**src/rtl/apb_slave_regfile.sv**
```systemverilog
// APB slave register file: NUM_REGS read/write 16-bit registers, a read-only ID
// word at address 4'hF, and a fixed number of access-phase wait states.
module apb_slave_regfile #(
   parameter int unsigned NUM_REGS    = 12,
   parameter int unsigned WAIT_CYCLES = 0,
   parameter logic [15:0] ID_VALUE    = 16'hA5B0
) (
   input  logic        pclk,
   input  logic        preset,
   input  logic        pselx,
   input  logic        penable,
   input  logic [3:0]  paddr,
   input  logic        pwrite,
   input  logic [15:0] pwdata,
   output logic        pready,
   output logic [15:0] prdata,
   output logic        pslverr
);

   // state   | meaning
   // S_IDLE  | no transfer; waiting for a setup phase
   // S_WAIT  | access phase with pready low; counter holds remaining wait cycles
   // S_READY | pready high; the next access edge completes the transfer
   typedef enum logic [1:0] {
      S_IDLE  = 2'd0,
      S_WAIT  = 2'd1,
      S_READY = 2'd2
   } state_t;

   localparam logic [4:0] NUM_REGS_W = 5'(NUM_REGS);
   localparam logic [3:0] WAIT_INIT  = 4'(WAIT_CYCLES);
   localparam logic [3:0] ID_ADDR    = 4'hF;

   state_t      state_q, state_d;
   logic [3:0]  cnt_q, cnt_d;
   logic [3:0]  addr_q, addr_d;
   logic        write_q, write_d;
   logic [15:0] wdata_q, wdata_d;
   logic        pready_q, pready_d;
   logic [15:0] prdata_q, prdata_d;
   logic        pslverr_q, pslverr_d;

   logic [15:0] regs_q [NUM_REGS];

   logic        setup;
   logic        access;
   logic        start;
   logic        resp_en;
   logic        commit;
   logic [3:0]  dec_addr;
   logic        dec_write;
   logic [15:0] rdata_dec;
   logic        err_dec;

   assign setup  = pselx && !penable;
   assign access = pselx && penable;

   always_comb begin
      state_d = state_q;
      cnt_d   = cnt_q;
      addr_d  = addr_q;
      write_d = write_q;
      wdata_d = wdata_q;
      start   = 1'b0;
      resp_en = 1'b0;
      commit  = 1'b0;

      case (state_q)
         S_IDLE: begin
            if (setup) start = 1'b1;
         end
         S_WAIT: begin
            if (!pselx) begin
               state_d = S_IDLE;
            end else if (access && (cnt_q != 4'd0)) begin
               cnt_d = cnt_q - 4'd1;
               if (cnt_q == 4'd1) begin
                  state_d = S_READY;
                  resp_en = 1'b1;
               end
            end
         end
         S_READY: begin
            if (access) begin
               commit  = 1'b1;
               state_d = S_IDLE;
            end else if (setup) begin
               start = 1'b1;
            end else begin
               state_d = S_IDLE;
            end
         end
         default: state_d = S_IDLE;
      endcase

      if (start) begin
         addr_d  = paddr;
         write_d = pwrite;
         wdata_d = pwdata;
         if (WAIT_CYCLES == 0) begin
            state_d = S_READY;
            resp_en = 1'b1;
         end else begin
            cnt_d   = WAIT_INIT;
            state_d = S_WAIT;
         end
      end
   end

   // A zero-wait response is formed in the setup edge, before the latch holds the address.
   assign dec_addr  = start ? paddr  : addr_q;
   assign dec_write = start ? pwrite : write_q;

   always_comb begin
      rdata_dec = '0;
      err_dec   = 1'b0;
      if (dec_addr == ID_ADDR) begin
         err_dec = dec_write;
         if (!dec_write) rdata_dec = ID_VALUE;
      end else if ({1'b0, dec_addr} < NUM_REGS_W) begin
         if (!dec_write) rdata_dec = regs_q[dec_addr];
      end else begin
         err_dec = 1'b1;
      end
   end

   always_comb begin
      pready_d  = resp_en;
      prdata_d  = resp_en ? rdata_dec : 16'h0000;
      pslverr_d = resp_en ? err_dec : 1'b0;
   end

   always_ff @(posedge pclk) begin
      if (preset) begin
         state_q   <= S_IDLE;
         cnt_q     <= '0;
         addr_q    <= '0;
         write_q   <= 1'b0;
         wdata_q   <= '0;
         pready_q  <= 1'b0;
         prdata_q  <= '0;
         pslverr_q <= 1'b0;
      end else begin
         state_q   <= state_d;
         cnt_q     <= cnt_d;
         addr_q    <= addr_d;
         write_q   <= write_d;
         wdata_q   <= wdata_d;
         pready_q  <= pready_d;
         prdata_q  <= prdata_d;
         pslverr_q <= pslverr_d;
      end
   end

   always_ff @(posedge pclk) begin
      if (preset) begin
         for (int unsigned i = 0; i < NUM_REGS; i++) regs_q[i] <= '0;
      end else if (commit && write_q && ({1'b0, addr_q} < NUM_REGS_W)) begin
         regs_q[addr_q] <= wdata_q;
      end
   end

   assign pready  = pready_q;
   assign prdata  = prdata_q;
   assign pslverr = pslverr_q;

endmodule

```
**config.mk**
```make
export PLATFORM = sky130hd
export DESIGN_NAME = apb_slave_regfile
export DESIGN_NICKNAME = d
export VERILOG_FILES = /design/src/rtl/apb_slave_regfile.sv
export SDC_FILE = /design/constraint.sdc
export NUM_CORES = 1
export LEC_CHECK = 0
export ABC_AREA = 1
export CORE_ASPECT_RATIO = 0.8
export CORE_MARGIN = 2
export CORE_UTILIZATION = 55
export DETAILED_ROUTE_END_ITERATION = 16
export PLACE_DENSITY_LB_ADDON = 0.2
export REMOVE_ABC_BUFFERS = 1
export SYNTH_ARGS = -nofsm -noshare
export SYNTH_HDL_FRONTEND = slang
export SYNTH_SLANG_ARGS = --single-unit
```
**constraint.sdc**
```tcl
create_clock -name pclk -period 6.3 [get_ports pclk]
set_clock_uncertainty 0.05 [all_clocks]
set_input_delay 1.89 -clock pclk [delete_from_list [all_inputs] [get_ports pclk]]
set_output_delay 1.89 -clock pclk [all_outputs]
set_load 0.02 [all_outputs]
```
; ---- Word-level counts from Yosys, hierarchy flattened
; Memories as Yosys holds them, arrays and structs flattened.
; Index checks and enable logic that the tools add are counted.
[totals]
register_bits = 45
latchBits = 0
ramBits = 192
romBits = 0
in_bits = 25
output_inout_bits = 18
word_cells = 73
mem_count = 1
[classes]
add_sub_neg = 1
mul = 0
div_mod_pow = 0
magnitude_cmp = 2
n_eq_ne = 11
shifts = 0
muxes = 33
bitwise = 2
n_reduce_logical = 14
[mem_list]
columns = name, words, word_bits, rd, rd_ports_with_merged_regs, write_ports, line_no
row1 = regs_q, 12, 16, 1, 0, 12, 43  ; logic [15:0] regs_q [NUM_REGS];
[ops]
columns = operator, n
row1 = 2-to-1 mux 16 bit, 5
row2 = 2-to-1 mux 1 bit, 18
row3 = OR reduction 16 bit, 1
row4 = 2-to-1 mux 2 bit, 6
row5 = inequality test 4 bit (second input constant), 3
row6 = inequality test 3 bit (second input constant), 3
row7 = < comparator 4 bit (second input constant), 2
row8 = 2-to-1 mux 4 bit, 2
row9 = AND reduction 4 bit, 2
row10 = one-hot mux 2 bit (3 select lines), 1
row11 = logical AND 1 bit, 5
row12 = == test 4 x 1 -> 1 bit (second input constant), 1
row13 = == test 4 bit (second input constant), 1
row14 = nonzero test 4 bit, 1
row15 = OR reduction 2 bit, 2
row16 = subtractor 4 x 1 -> 4 bit (second input constant), 1
row17 = AND reduction 3 bit, 1
row18 = == test 2 x 1 -> 1 bit (second input constant), 1
row19 = == test 2 bit (second input constant), 1
row20 = zero test 2 bit, 1
row21 = inequality test 2 bit (second input constant), 1
row22 = inverter 1 bit, 2
row23 = one-hot mux 1 bit (2 select lines), 1
row24 = zero test 1 bit, 1

; ---- Longest topological paths before layout
; Gate-level depths: netlist of run 1.
[depth]
ltp_word = 10
depth_mapped = 13

; ---- Worst setup path before layout of run 1
; No wires, ideal clock.
[synth_path]
path_type = input-to-reg
start = input port preset
end = memory regs_q[4][0] (enable)
setup_ps = 372
t_arrival_ps = 3261
t_required_ps = 5878
path_slack_ps = 2618
path_stages = 7
n_path_buf = 2
path_cell_list = buf_2 nor2_1 nand2_1 nor3_2 nand2_1 clkbuf_1 nand2_1
[synth_rtl]
columns = item, line_no
row1 = start: declaration, 9  ; input logic preset,
row2 = end: declaration, 43

; ---- Worst setup path in the final report of run 1
[layout_path]
start = input port pselx
end = register prdata_q[1], in the netlist prdata[1]
[layout_between]
elab_chain_cells = 9
[layout_lines]
columns = item, line_no
row1 = start: declaration, 10  ; input logic pselx,
row2 = logical AND 1 bit, 55  ; assign setup = pselx && !penable;
row3 = 2-to-1 mux 1 bit, "70, 87"
row4 = 2-to-1 mux 1 bit, 84  ; if (access) begin
row5 = one-hot mux 1 bit (2 select lines), 68  ; case (state_q)
row6 = 2-to-1 mux 4 bit, -
row7 = memory read (12 x 16 bit), -
row8 = 2-to-1 mux 16 bit, 121  ; if (!dec_write) rdata_dec = regs_q[dec_addr];
row9 = 2-to-1 mux 16 bit, 120  ; end else if ({1'b0, dec_addr} < NUM_REGS_W) begin
row10 = 2-to-1 mux 16 bit, 117  ; if (dec_addr == ID_ADDR) begin
row11 = end signal: assignment, 150  ; prdata_q <= prdata_d;
row12 = end: declaration, 40  ; logic [15:0] prdata_q, prdata_d;
; Several ways; a longest one is shown, not always the timed one.
; A chain may end at the register's enable or synchronous reset.

==> results of run 1 <==
## cells by family after synthesis
kind of cell,synth area share
buf+inv,0.05419
simple gates,0.2224
compound gates,0.07411
flops,0.6493
## cells in the mapped netlist (all sizes together)
master / instances / area share
nand2: 130 / 0.052
nand3: 93 / 0.047
clkbuf: 37 / 0.014
o211ai: 14 / 0.010
clkinv: 1 / 0.00037
nand4: 1 / 0.00062
inv: 61 / 0.023
edfxtp: 192 / 0.57
a21oi: 18 / 0.010
o21ai: 101 / 0.054
nor3: 2 / 0.0026
buf: 30 / 0.017
nor3b: 1 / 0.00074
dfxtp: 40 / 0.079
nor2: 318 / 0.12
## worst max path at each step
stage	startpoint	end	slack, ns	cells past startpoint
final	pselx	prdata[1]	1.98	8
after global routing	penable	prdata[3]	1.80	11
after CTS	pselx	prdata[1]	2.09	8
after detailed placement	pselx	prdata[1]	1.57	8
after global placement	pselx	prdata[1]	1.63	8
after floorplan	penable	prdata[10]	2.17	7
## placed cells by master, fill, tap and decap left out
cell / n
o21ai_1: 10
nor2_2: 2
o21ai_0: 87
inv_2: 4
nand2_2: 6
nand2_1: 121
clkinv_2: 7
clkinv_1: 2
clkdlybuf4s50_1: 42
bufinv_16: 1
edfxtp_1: 192
inv_1: 57
a21oi_4: 1
nor3_4: 1
a21oi_1: 17
nor3b_1: 1
nor3_2: 1
dfxtp_1: 40
buf_4: 6
buf_12: 1
nor2_1: 314
nand3_2: 1
o21ai_4: 4
o211ai_1: 14
clkbuf_16: 23
nand2_4: 3
nor2_4: 2
nand4_1: 1
clkbuf_1: 5
nand3_1: 92
clkbuf_8: 3
## through the flow
step / setup slack [ns] / total power [mW]
after detailed placement: 1.574 / 2.085
after global placement: 1.625 / 2.079
final: 1.984 / 3.361
after floorplan: 2.169 / 1.954
after global routing: 1.798 / 3.470
after CTS: 2.087 / 3.368
## power by group
group,switching [mW],leakage [nW],internal [mW]
clock network,0.558,0.354,0.746
logic,0.240,1.50,0.0906
registers,0.0164,2.31,1.71
total,0.814,4.16,2.55
## flip-flops by register name, summed over array words and instances, names as in the netlist
register,count
addr_q,4
prdata,16
pready,1
pslverr,1
regs_q,192
state_q,1
wdata_q,16
write_q,1
## worst min-delay path: stages (launching register included)
cell,delay (ns)
edfxtp_1,0.33
o21ai_0,0.08
o21ai_0,0.11
o21ai_1,0.07
nor2_1,0.08
## cell type report
type,count,area (um2),area share
tap,230,287.8,0.02550
timing repair buffer,49,485.5,0.04303
sequential,232,6566,0.5819
inverter,62,232.7,0.02063
multi-input combinational,678,3007,0.2665
clock buffer,31,635.6,0.05633
clock inverter,9,68.82,0.006099
## metal layers
metal	global-route usage	up-vias	share of wire
met3	0.06308	35	0.10
li1	-	3468	-
met2	0.3748	367	0.43
met4	0.05720	0	0.015
met5	0	-	0
met1	0.4009	3527	0.45
==> flow_summary.ini, run 1 <==
[layout]
nets = 1071
drive_gt1_frac = 0.06221
stdcell_area_um2 = 11280
n_fill_cell = 1520
area_delta_synth_final_pct = 11.57
num_antenna_cells = 0
final_cells = 1291
fin_util = 0.6249

[floorplan]
io_pins = 43
initial_utilization = 0.5601
fp.dieW_um = 155.6
core_um2 = 18060
row_count = 44
die_y_um = 125.3
floorplan.die_area_um2 = 19500

[placed_design]
detailed_place_hpwl_um = 15300
placedInstanceArea_um2 = 10580
place_inst = 1251
io_buffers = 42
gp_congestion = 0.8358

[timing]
rsz0062_at_grt = false
period_share = 0.6850
hold_viol = 0
period_minus_slack_ns = 4.316
whs_ns = 0.6490
max_freq_ghz = 0.2317
finalSetupTns_ns = 0
drv_slew = 0
final-setup-viol-count = 0
worst_pin_slew_ns = 0.9965
slew_headroom = 0.3332

[synth]
yosysSeqAreaShare = 0.6493
syn-cell-area_um2 = 10110
avgSynthCellArea_um2 = 9.734
yosysUniqueCellTypes = 29
yosys_warnings = 0
synthCells = 1039
ys_seq_elements = 232

[clock_network]
clk_pin_slew_ns = 0.06
cts.repair.resized = 0
post_cts_buffers = 0
h-tree-depth = 1
root_buffer = clkbuf_16
cts_buffer_depth = 3
cts_tree = built
holdBufCountCts = 0
clock_sinks = 232
clk_latency_ns = 0.50
cts_made_buffers = 23

[setup_path]
cp.required_ns = 6.69
reg2reg_depth = 4
cp-end-kind = register
cp_common_cell = o21ai_0
critPathLaunchType = input pin
r2r-start = addr_q[0]
crit_buf_inv = 2
crit_arrival_ns = 4.71
path_delay_family = compound AO/OA/AOI/OAI gates
critical_path_class = in -> reg
r2r-end = regs_q[1][10]
cp_slowest_cell = o21ai_4
critPathMaxStageDelay_ns = 0.77
path_cells = clkdlybuf4s50_1 -> nand2_4 -> o21ai_4 -> buf_12 -> o21ai_0 -> o21ai_0 -> o21ai_0 -> nor2_1
rrSetupSlack_ns = 3.58
crit_fanout = 44

[global_routing]
gr-usage-all-layers = 0.2594
grt_max_degree = 63
grt_pass1_wl_um = 39100
globalRoute.totalOverflow = 0
antenna_found_initial = 0
grt_pass1_vias = 6973

[hold_path]
hold_depth = 4
hold_path_class = reg -> reg
holdPathEnd = prdata[2]
hp-start = regs_q[8][2]

[route]
drt-pass1-iter-count = 7
vias_per_cell = 5.730
drt-initial-drc-count = 916
wl_per_cell_um = 19.17
ant_nets = 0
vias = 7397
routed_wl_um = 24750
drc = 0

[flow_run]
cap_violations = 0

[pwr]
powerDensity_nw_per_um2 = 297.9
vdd_drop_max_uv = 199.7
power.leakage_nw = 4.162

[outcome]
status = finished clean
No activity file was read; power rests on OpenSTA's default activity.
==> run 2: changes to the inputs <==
--- a/config.mk
+++ b/config.mk
@@ -8,7 +8,7 @@
 export ABC_AREA = 1
 export CORE_ASPECT_RATIO = 0.8
 export CORE_MARGIN = 2
-export CORE_UTILIZATION = 55
+export CORE_UTILIZATION = 54
 export DETAILED_ROUTE_END_ITERATION = 16
 export PLACE_DENSITY_LB_ADDON = 0.2
 export REMOVE_ABC_BUFFERS = 1
==> constraint.sdc (replaced) <==
create_clock -name pclk -period 3.59 [get_ports pclk]
set_clock_uncertainty 0.05 [all_clocks]
set_input_delay 1.077 -clock pclk [delete_from_list [all_inputs] [get_ports pclk]]
set_output_delay 1.077 -clock pclk [all_outputs]
set_load 0.02 [all_outputs]
==> run 2 against run 1 <==
- routed wire length grew 9.2%
- flip-flop and latch count unchanged
- first-iteration DRC count is 3.1% higher
- sequential power rose by 75%
- core utilization rose by 2.1 points
- critical path type unchanged
- critical endpoint is now prdata[12]
- largest cell class unchanged
- largest power group unchanged
==> flow_summary.ini, run 2 (synthesis gave the netlist of run 1 again) <==
[pwr]
swShare = 0.2387
power.total_mw = 6.126
vdd_drop_max_uv = 307.2
power.leakage_nw = 4.411
clock_power_share = 0.402
p_switching_mw = 1.462
p_int_mw = 4.663
powerDensity_nw_per_um2 = 520.3
seqPwrFrac = 0.495
pwr-share-comb = 0.103

[placed_design]
place_inst = 1317
detailed_place_hpwl_um = 17110
gp_congestion = 0.8659
io_buffers = 42

[timing]
period_minus_slack_ns = 2.929
max_freq_ghz = 0.3414
worst_pin_slew_ns = 0.7766
final-setup-viol-count = 0
drv_slew = 0
slew_headroom = 0.4817
hold_viol = 0
period_share = 0.8158
finalSetupTns_ns = 0
rsz0062_at_grt = false
whs_ns = 0.6034

[setup_path]
crit_fanout = 21
cp-end-kind = register
critPathLaunchType = input pin
critical_path_class = in -> reg
cp.required_ns = 4.00
crit_arrival_ns = 3.34

[global_routing]
gr-usage-all-layers = 0.2802
use_met2 = 0.4100
globalRoute.totalOverflow = 0
gr-max-usage-layer = met1
grt_pass1_vias = 7167
grt_max_degree = 51
grt_pass1_wl_um = 41470
antenna_found_initial = 0
grtUsageMet3 = 0.06662
global_route.usage.met1 = 0.4149

[floorplan]
core_um2 = 18220
io_pins = 43
row_count = 44
die_y_um = 126.4
floorplan.die_area_um2 = 19850
initial_utilization = 0.5550
fp.dieW_um = 157.0

[route]
wl_per_cell_um = 19.85
ant_nets = 0
vias = 7580
routed_wl_um = 27020
drt-initial-drc-count = 944
drt-pass1-iter-count = 5
vias_per_cell = 5.569
drc = 0

[hold_path]
hold_path_class = reg -> reg

[clock_network]
cts_buffer_depth = 3
post_cts_buffers = 0
cts.repair.resized = 0
clk_latency_ns = 0.52
h-tree-depth = 1
root_buffer = clkbuf_16
clock_sinks = 232
cts_made_buffers = 24
holdBufCountCts = 0
clk_pin_slew_ns = 0.06
cts_tree = built

[layout]
drive_gt1_frac = 0.09657
final_cells = 1361
final_cell_mix = 314 x nor2_1, 192 x edfxtp_1, 121 x nand2_1
area_delta_synth_final_pct = 16.40
num_antenna_cells = 0
final_common_cell = nor2_1
top_register = regs_q
n_fill_cell = 1488
largest_reg_flops = 192
nets = 1115

[flow_run]
cap_violations = 0

[outcome]
status = finished clean
[run 2: cell count changes in the layout (fill, tap and decap cells not counted), moves of 2 or more]
cell	delta
buf_12	+5
buf_4	+38
clkbuf_1	+4
clkbuf_16	+2
clkinv_1	+2
clkinv_2	-5
[run 2: final cells by class]
cell class / instances / area, um2 / share of cell area
clock buffers: 36 / 686.9 / 0.05835
clock inverters: 8 / 92.59 / 0.007865
inverters: 62 / 232.7 / 0.01977
multi-input cells: 678 / 3007 / 0.2554
flip-flops and latches: 232 / 6566 / 0.5578
well taps: 253 / 316.6 / 0.02689
repair buffers: 92 / 870.8 / 0.07397
[run 2: final timing paths]
kind                 to  depth (start not counted)  slack [ns]    startpoint
min reg2reg   prdata[9]                          4        0.60  regs_q[0][9]
min           prdata[9]                          4        0.60  regs_q[0][9]
max          prdata[12]                          8        0.66         pselx
max reg2reg  prdata[15]                         10        1.59     addr_q[0]
[run 2: per-layer routing]
layer,wire length [um],vias up
li1,-,3569
met1,11520,3569
met2,11730,372
met3,2893,70
met4,878,0
met5,0,-
[run 2: critical path, cell delays in order]
cell and delay (ns):
clkdlybuf4s50_1 0.57, nand2_4 0.16, o21ai_4 0.59, buf_4 0.32, o21ai_0 0.10, o21ai_0 0.30, o21ai_1 0.11, nor2_1 0.09
[run 2: per-stage QoR]
stage | instance area, um2 | setup WS [ns] | utilization
after floorplan | 9798 | 0.2717 | -
after global placement | 10990 | 0.2097 | 0.6033
after detailed placement | 10990 | 0.1612 | 0.6033
after CTS | 11770 | 0.6805 | 0.6460
after global routing | 11770 | 0.5158 | 0.6460
final | 11770 | 0.6611 | 0.6460
[run 2: power groups by stage]
stage          registers [mW]  logic (mW)  clock network [mW]
2_1_floorplan            3.09       0.341                   0
3_3_place_gp             3.08       0.616                   0
3_5_place_dp             3.09       0.622                   0
4_1_cts                  3.03       0.625                2.48
5_1_grt                  3.04       0.694                2.60
6_report                 3.03       0.633                2.46
==> run 3: changes to the inputs <==
--- a/config.mk
+++ b/config.mk
@@ -8,7 +8,7 @@
 export ABC_AREA = 1
 export CORE_ASPECT_RATIO = 0.8
 export CORE_MARGIN = 2
-export CORE_UTILIZATION = 54
+export CORE_UTILIZATION = 55
 export DETAILED_ROUTE_END_ITERATION = 16
 export PLACE_DENSITY_LB_ADDON = 0.2
 export REMOVE_ABC_BUFFERS = 1
==> constraint.sdc (replaced) <==
create_clock -name pclk -period 2.7 [get_ports pclk]
set_clock_uncertainty 0.05 [all_clocks]
set_input_delay 0.81 -clock pclk [delete_from_list [all_inputs] [get_ports pclk]]
set_output_delay 0.81 -clock pclk [all_outputs]
set_load 0.02 [all_outputs]
==> run 3 against run 2 <==
- flip-flop and latch count did not move
- sequential share of layout area is 2.1 points lower
- total power is 39% higher
- via count is 1.8% higher
- critical path depth is 3 higher
- count of clock-buffer cells in the layout down 6
- hold slack better by 0.013 ns
- core utilization is 3.2 points higher
- largest cell class unchanged
- largest power group unchanged
- highest routed layer unchanged
==> flow_summary.ini, run 3 (synthesis gave the netlist of run 1 again) <==
[layout]
area_delta_synth_final_pct = 21.02
final_common_cell = nor2_1
drive_gt1_frac = 0.1415
final_cells = 1382
final_cell_mix = 314 x nor2_1, 192 x edfxtp_1, 121 x nand2_1
top_register = regs_q
largest_reg_flops = 192
num_antenna_cells = 0
nets = 1159
fin_util = 0.6778

[timing]
worst_pin_slew_ns = 0.7206
final-setup-viol-count = 0
rsz0062_at_grt = false
finalSetupTns_ns = 0
period_share = 0.9185
period_minus_slack_ns = 2.480
drv_slew = 0
slew_headroom = 0.5191
max_freq_ghz = 0.4032
hold_viol = 0

[pwr]
powerDensity_nw_per_um2 = 694.4
power.leakage_nw = 4.683
power.total_mw = 8.499
vdd_drop_max_uv = 509.0

[route]
ant_nets = 0
drc = 0
routed_wl_um = 25620
vias_per_cell = 5.582
drt-initial-drc-count = 802
drt-pass1-iter-count = 5
wl_per_cell_um = 18.54
vias = 7714

[global_routing]
globalRoute.totalOverflow = 0
gr-usage-all-layers = 0.2692
grt_pass1_wl_um = 40560
grt_max_degree = 36
antenna_found_initial = 0
grt_pass1_vias = 7279

[hold_path]
hp-start = regs_q[0][0]
hold_path_class = reg -> reg

[setup_path]
cp-end-kind = register
crit_arrival_ns = 2.89
crit_start = penable
crit_fanout = 13
cp.required_ns = 3.11
critical_path_class = in -> reg
critPathLaunchType = input pin
r2r-start = addr_q[0]

[clock_network]
clk_latency_ns = 0.52
cts_buffer_depth = 3
clock_sinks = 232
clk_pin_slew_ns = 0.06
holdBufCountCts = 0
root_buffer = clkbuf_16
post_cts_buffers = 0
cts_made_buffers = 24
h-tree-depth = 1
cts_tree = built
cts.repair.resized = 0

[floorplan]
row_count = 44
initial_utilization = 0.5601
core_um2 = 18060
die_y_um = 125.3
fp.dieW_um = 155.6
floorplan.die_area_um2 = 19500
io_pins = 43

[placed_design]
io_buffers = 42
gp_congestion = 0.8837
detailed_place_hpwl_um = 17450
place_inst = 1338

[outcome]
status = finished clean

[flow_run]
cap_violations = 0
-- run 3: final cells by class --
type,instances,area (um2)
clock inverters,14,163.9
inverters,62,232.7
repair buffers,136,1276
clock buffers,30,705.7
flip-flops and latches,232,6566
multi-input cells,678,3007
fillers,1416,5818
well taps,230,287.8
-- run 3: worst max-delay path, stage by stage --
cell,delay [ns]
clkdlybuf4s50_1,0.50
inv_2,0.07
nand2_4,0.11
buf_4,0.14
nand2_1,0.08
o21ai_4,0.21
buf_4,0.23
o21ai_0,0.07
o21ai_0,0.39
o21ai_0,0.17
nor2_1,0.10
-- run 3: power by group --
part / switching (mW) / leakage (nW) / internal [mW]
Clock: 1.41 / 0.413 / 2.15
Sequential: 0.0406 / 2.31 / 3.99
Combinational: 0.583 / 1.96 / 0.331
Total: 2.03 / 4.68 / 6.47
-- run 3: final timing paths --
kind / to / slack (ns) / cells after the start
worst max-delay path: prdata[0] / 0.22 / 11
worst min-delay path: prdata[0] / 0.62 / 4
worst max register to register: prdata[0] / 0.84 / 10
worst min register to register: prdata[0] / 0.62 / 4
-- run 3: through the flow --
step | area [um2] | hold slack, ns | worst slack, ns
finish | 12240 | 0.6161 | 0.2201
global route | 12240 | 0.6866 | 0.09127
CTS | 12240 | 0.6211 | 0.2607
detailed placement | 11370 | 0.6021 | -0.2654
global placement | 11370 | 0.5965 | -0.2730
floorplan | 9798 | 0.5252 | -0.3513
-- run 3: per-layer routing --
layer	GRT usage	vias up	wire, um
met5	0	-	0
met1	0.4110	3651	11180
met2	0.4047	384	11450
li1	-	3648	-
met3	0.05581	31	2615
met4	0.05235	0	379
